File: src/rtl/fb_scanout.sv
// fb_scanout -- frame-store scan-out engine.
//
// Reads one full frame from the double-buffered frame store, top buffer
// (words 0..1023) first and then the bottom buffer (words 1024..2047).
// It presents the frame as a valid/ready pixel stream for the display driver.
// A 2-entry output FIFO absorbs the one-cycle RAM read latency and any
// downstream backpressure. Issue is credit-limited, so the FIFO can never
// overflow.
//
// Ports:
//   clk          system clock, all logic on posedge
//   rst          asynchronous active-low reset
//   frame_start  one-cycle pulse, begin scanning a frame
//   rd_en        buffer read enable
//   rd_sel       buffer select (0 = top, 1 = bottom)
//   rd_addr      buffer word address
//   rd_data      buffer read data, valid the cycle after rd_en
//   pix_valid    stream word available
//   pix_ready    downstream accepts word
//   pix_data     pixel value
//   pix_sof      tag: first word of frame
//   pix_eol      tag: last word of a display line
//   pix_eof      tag: last word of frame
//   busy         frame in progress
//   frame_done   one-cycle pulse after the last word is accepted
//   overrun      one-cycle pulse, frame_start arrived while busy
//
// State | meaning
// IDLE  | waiting for frame_start
// READ  | issuing buffer reads as credit allows
// DRAIN | all reads issued, waiting for the eof word to be accepted

module fb_scanout #(
    parameter int ADDR_W   = 10,
    parameter int DATA_W   = 12,
    parameter int LINE_LEN = 32
) (
    input  logic              clk,
    input  logic              rst,
    input  logic              frame_start,
    output logic              rd_en,
    output logic              rd_sel,
    output logic [ADDR_W-1:0] rd_addr,
    input  logic [DATA_W-1:0] rd_data,
    output logic              pix_valid,
    input  logic              pix_ready,
    output logic [DATA_W-1:0] pix_data,
    output logic              pix_sof,
    output logic              pix_eol,
    output logic              pix_eof,
    output logic              busy,
    output logic              frame_done,
    output logic              overrun
);

    localparam int IDX_W   = ADDR_W + 1;
    localparam int LINE_W  = $clog2(LINE_LEN);
    localparam int ENTRY_W = DATA_W + 3;

    typedef enum logic [1:0] {
        IDLE  = 2'd0,
        READ  = 2'd1,
        DRAIN = 2'd2
    } state_t;

    state_t             state;
    logic [IDX_W-1:0]   idx;

    // Read stage: the tags travel alongside the outstanding RAM read.
    logic               inflight;
    logic [2:0]         inflight_tag;   // {sof, eol, eof}

    // FIFO entries are {sof, eol, eof, data}; head drives the stream outputs.
    logic [ENTRY_W-1:0] head;
    logic [ENTRY_W-1:0] tail;
    logic [1:0]         count;

    logic               pop;
    logic               push;
    logic [ENTRY_W-1:0] push_word;
    logic [2:0]         held;
    logic [2:0]         limit;
    logic               start_ok;
    logic               issue_sof;
    logic               issue_eol;
    logic               issue_eof;

    assign pix_valid = (count != 2'd0);
    assign pop       = pix_valid && pix_ready;
    assign push      = inflight;
    assign push_word = {inflight_tag, rd_data};

    // A word leaving this cycle frees its slot in time for a new issue.
    // The held + in-flight total therefore never exceeds two, and full
    // throughput is kept under continuous ready.
    assign held  = {1'b0, count} + {2'b00, inflight};
    assign limit = 3'd2 + {2'b00, pop};
    assign rd_en = (state == READ) && (held < limit);

    assign rd_sel  = idx[IDX_W-1];
    assign rd_addr = idx[ADDR_W-1:0];

    assign issue_sof = (idx == '0);
    assign issue_eol = (idx[LINE_W-1:0] == LINE_W'(LINE_LEN - 1));
    assign issue_eof = (&idx);

    assign busy = (state != IDLE);

    // The frame_done cycle still counts as part of the finishing frame.
    // A start request there is refused like any other mid-frame request.
    assign start_ok = (state == IDLE) && !frame_done;

    assign pix_data = head[DATA_W-1:0];
    assign pix_sof  = head[DATA_W+2];
    assign pix_eol  = head[DATA_W+1];
    assign pix_eof  = head[DATA_W];

    always_ff @(posedge clk or negedge rst) begin
        if (!rst) begin
            state      <= IDLE;
            idx        <= '0;
            frame_done <= 1'b0;
            overrun    <= 1'b0;
        end else begin
            frame_done <= 1'b0;
            overrun    <= frame_start && !start_ok;
            case (state)
                IDLE: begin
                    if (frame_start && start_ok) begin
                        state <= READ;
                        idx   <= '0;
                    end
                end
                READ: begin
                    if (rd_en) begin
                        idx <= idx + 1'b1;
                        if (issue_eof) begin
                            state <= DRAIN;
                        end
                    end
                end
                DRAIN: begin
                    if (pop && pix_eof) begin
                        state      <= IDLE;
                        frame_done <= 1'b1;
                    end
                end
                default: state <= IDLE;
            endcase
        end
    end

    always_ff @(posedge clk or negedge rst) begin
        if (!rst) begin
            inflight     <= 1'b0;
            inflight_tag <= 3'b000;
        end else begin
            inflight <= rd_en;
            if (rd_en) begin
                inflight_tag <= {issue_sof, issue_eol, issue_eof};
            end
        end
    end

    always_ff @(posedge clk or negedge rst) begin
        if (!rst) begin
            head  <= '0;
            tail  <= '0;
            count <= 2'd0;
        end else begin
            case (count)
                2'd0: begin
                    if (push) begin
                        head  <= push_word;
                        count <= 2'd1;
                    end
                end
                2'd1: begin
                    if (push && pop) begin
                        head <= push_word;
                    end else if (push) begin
                        tail  <= push_word;
                        count <= 2'd2;
                    end else if (pop) begin
                        count <= 2'd0;
                    end
                end
                2'd2: begin
                    if (pop) begin
                        head <= tail;
                        if (push) begin
                            tail <= push_word;
                        end else begin
                            count <= 2'd1;
                        end
                    end
                end
                default: count <= 2'd0;
            endcase
        end
    end

endmodule

File: config.mk
export PLATFORM = sky130hd
export DESIGN_NAME = fb_scanout
export DESIGN_NICKNAME = d
export VERILOG_FILES = /design/src/rtl/fb_scanout.sv
export SDC_FILE = /design/constraint.sdc
export NUM_CORES = 1
export LEC_CHECK = 0
export BUFFER_PORTS_ARGS = -buffer_cell sky130_fd_sc_hd__clkbuf_2
export CAP_MARGIN = 20
export CORE_ASPECT_RATIO = 0.8
export CORE_MARGIN = 10
export CORE_UTILIZATION = 35
export DETAILED_ROUTE_END_ITERATION = 10
export HOLD_SLACK_MARGIN = 0.02
export PLACE_DENSITY = 0.59
export SETUP_SLACK_MARGIN = 0.5
export SYNTH_ARGS = -nofsm -noshare
export SYNTH_HDL_FRONTEND = slang
export SYNTH_SLANG_ARGS = --single-unit
export TNS_END_PERCENT = 50
File: constraint.sdc
create_clock -name clk -period 2.6 [get_ports clk]
set_clock_uncertainty 0.2 [all_clocks]
set_input_delay 0.78 -clock clk [delete_from_list [all_inputs] [get_ports clk]]
set_output_delay 0.78 -clock clk [all_outputs]
set_load 0.01 [all_outputs]
==> results.toml <==
[outcome]
status = "complete, no violations"

[worst_setup_path]
reg2reg_slack_ps = 500
start_kind = "register"
crit_family = "adder cells"
cp_data_required_time_ps = 1620
path_max_fanout = 4
cp_cell_sequence = "ha_4 -> ha_4 -> o21ai_4 -> nand2_4 -> inv_4 -> clkbuf_2"
reg2reg_depth = 5
reg2reg_to = "idx[3]"
arrival_ps = 1480
crit_path_top_delay_cell = "dfrtp_2"
crit_buf_inv = 2
reg2reg_from = "inflight"
crit_path_max_incr_delay_ps = 430
end_kind = "primary output"
criticalPathCategory = "register to primary output"
cp_common_cell = "ha_4"

[sta]
rsz0062_at_grt = "true"
max_freq_mhz = 406
post-route-min-period_ps = 2460
setup_ws_ps = 139
setup_viol = 0
worstMarginPinSlew_ps = 381
tns_ps = 0
slew_viol_final = 0
post-route-period-util_pct = 94.7
relSlewSlack_pct = 74.5
hold_viol_final = 0

[job]
cap_violations = 0

[pwr]
leakagePower_uw = 0.00136
p_total_uw = 3440
vdd_ir_drop_max_mv = 0.316
p_per_area_nw_per_um2 = 1140

[grt]
grt_pass1_wl_mm = 9.52
overflow = 0
grtUsageTotal_pct = 10.7
antenna_found_initial = 0
grt_start_max_net_pins = 52
grt_pass1_vias = 1910

[drt]
drtPass1Iterations = 4
num_vias = 1885
vias_per_cell = 5.25
first_iter_violations = 89
final_antenna_net_count = 0
wl_per_cell_um = 15.9
post-route-drc-count = 0
drt_wl_total_mm = 5.72

[yosys]
syn_nets = 238
synthArstFlopShare_pct = 100
synthCells = 217
ys_seq_area_share_pct = 52.8
syn_area_um2 = 2420
synth.distinct_cells = 44
synth_seq_cells = 51
yosys_warnings = 0
syn_area_per_cell_um2 = 11.1
synth-main-ff-cell = "dfrtp_1"
synth_edf_count = 0

[layout]
mostFrequentLayoutCell = "dfrtp_1"
final_cells = 359
final_area_um2 = 3010
antenna_cells = 0
nets = 295
layout-drive-gt1-share_pct = 34.5
mostFrequentLayoutCells = "dfrtp_1 (46), clkbuf_2 (45), nor2_1 (21), a21oi_1 (19), mux2i_1 (15)"
areaGrowthSynthToFinish_pct = 24.4

[placement]
dp_cells = 347
place_area_um2 = 2830
gp_routability_congestion = 0.850
pre_cts_slack_ps = 176
numPortBuffers = 46
hpwl_mm = 3.97

[die]
floorplan.initialDensity_pct = 36.9
dieArea_um2 = 10600
num_rows = 26
die_h_um = 94.3
core-area_um2 = 6540
die-width_um = 113
io_pins = 47

[clock_network]
clk_pin_slew_ps = 100
cts_tree = "yes"
cts.path.max_buffers = 2
cts.sinks = 51
clk-insertion-delay-late_ps = 310
postCtsHoldBufs = 0
cts_buffers = 5
clockRootBuffer = "clkbuf_8"
htreeDepth = 2

[min_path]
hp-class = "primary input to async pin"
-- power by group --
part	switching, uW	internal, uW	total (uW)
clock	273	218	491
combinational	893	732	1620
sequential	224	1100	1320
total	1390	2050	3440
-- metal layers --
metal / up-vias / track usage, % / routed length [um]
li1: 901 / - / -
met1: 926 / 13.9 / 2630
met2: 52 / 16.7 / 2610
met3: 6 / 3.32 / 404
met4: 0 / 3.16 / 73
met5: - / 0 / 0
-- worst max-delay path by stage --
| stage | start | end | slack, ps | depth (start not counted) |
|---|---|---|---|---|
| final | inflight | rd_en | 140 | 6 |
| after global routing | inflight | rd_en | 90 | 6 |
| after CTS | inflight | rd_en | 120 | 6 |
| after detailed placement | pix_ready | rd_en | 180 | 6 |
| after global placement | pix_ready | rd_en | 170 | 6 |
| after floorplan | pix_ready | rd_en | 360 | 4 |
-- synth_stat cells, types with 2 or more instances --
cell type	number	area, um^2
and3_1	2	12.5
a21oi_1	20	100
o21ai_1	2	10.0
o22ai_1	2	12.5
nand2_1	5	18.8
o21ai_0	6	30.0
nand3_1	5	25.0
nand2b_1	2	12.5
nor3b_1	2	15.0
nor4_1	3	18.8
nand3b_1	3	22.5
nor2b_1	3	18.8
a31oi_1	7	43.8
clkbuf_1	3	11.3
o2bb2ai_1	2	17.5
ha_1	5	62.6
mux2i_1	15	150
o21a_1	2	15.0
or2_2	2	12.5
mux2_2	8	90.1
mux2_1	9	101
nand4_1	4	25.0
nor2_1	22	82.6
inv_1	7	26.3
buf_4	2	15.0
a22o_1	6	52.6
dfrtp_1	51	1280
-- kinds of logic (layout without fill, tap and decap cells) --
| logic type | count (synthesis) | after routing | share of synthesized area [%] |
|---|---|---|---|
| mux | 32 | 32 | 14.1 |
| compound gates | 52 | 52 | 13.5 |
| flops | 51 | 51 | 52.8 |
| xor+xnor | 1 | 1 | 0.363 |
| simple gates | 61 | 61 | 13.6 |
| fa+ha+maj | 5 | 5 | 2.59 |
| buf+inv | 15 | 73 | 3.00 |
-- through the flow --
stage | utilization, % | hold WS [ps]
after global placement | 43.2 | 270
after global routing | 46.0 | 271
after floorplan | - | 258
after CTS | 45.6 | 264
final | 46.0 | 252
after detailed placement | 43.2 | 281
-- layout make-up --
| type | instances | area (um^2) |
|---|---|---|
| sequential | 51 | 1280 |
| inverter | 8 | 32.5 |
| multi-input combinational | 151 | 1150 |
| timing repair buffer | 57 | 332 |
| tap | 84 | 105 |
| clock buffer | 6 | 82.6 |
| clock inverter | 2 | 16.3 |
| fill | 627 | 3530 |
-- flip-flops by register name (all words and copies together), names as in the netlist --
name and flops:
frame_done 1, idx 11, tail 15, state 2, count 2, overrun 1, inflight 1, head 15
inflight_tag 3
-- repair_timing --
| action | in CTS | in global routing |
|---|---|---|
| gates resized for setup | 7 | 7 |
| pin swaps | 2 | 0 |
| buffers inserted | 4 | 0 |
| endpoints found under the setup margin | 10 | 13 |
No activity file was read; power rests on OpenSTA's default activity.
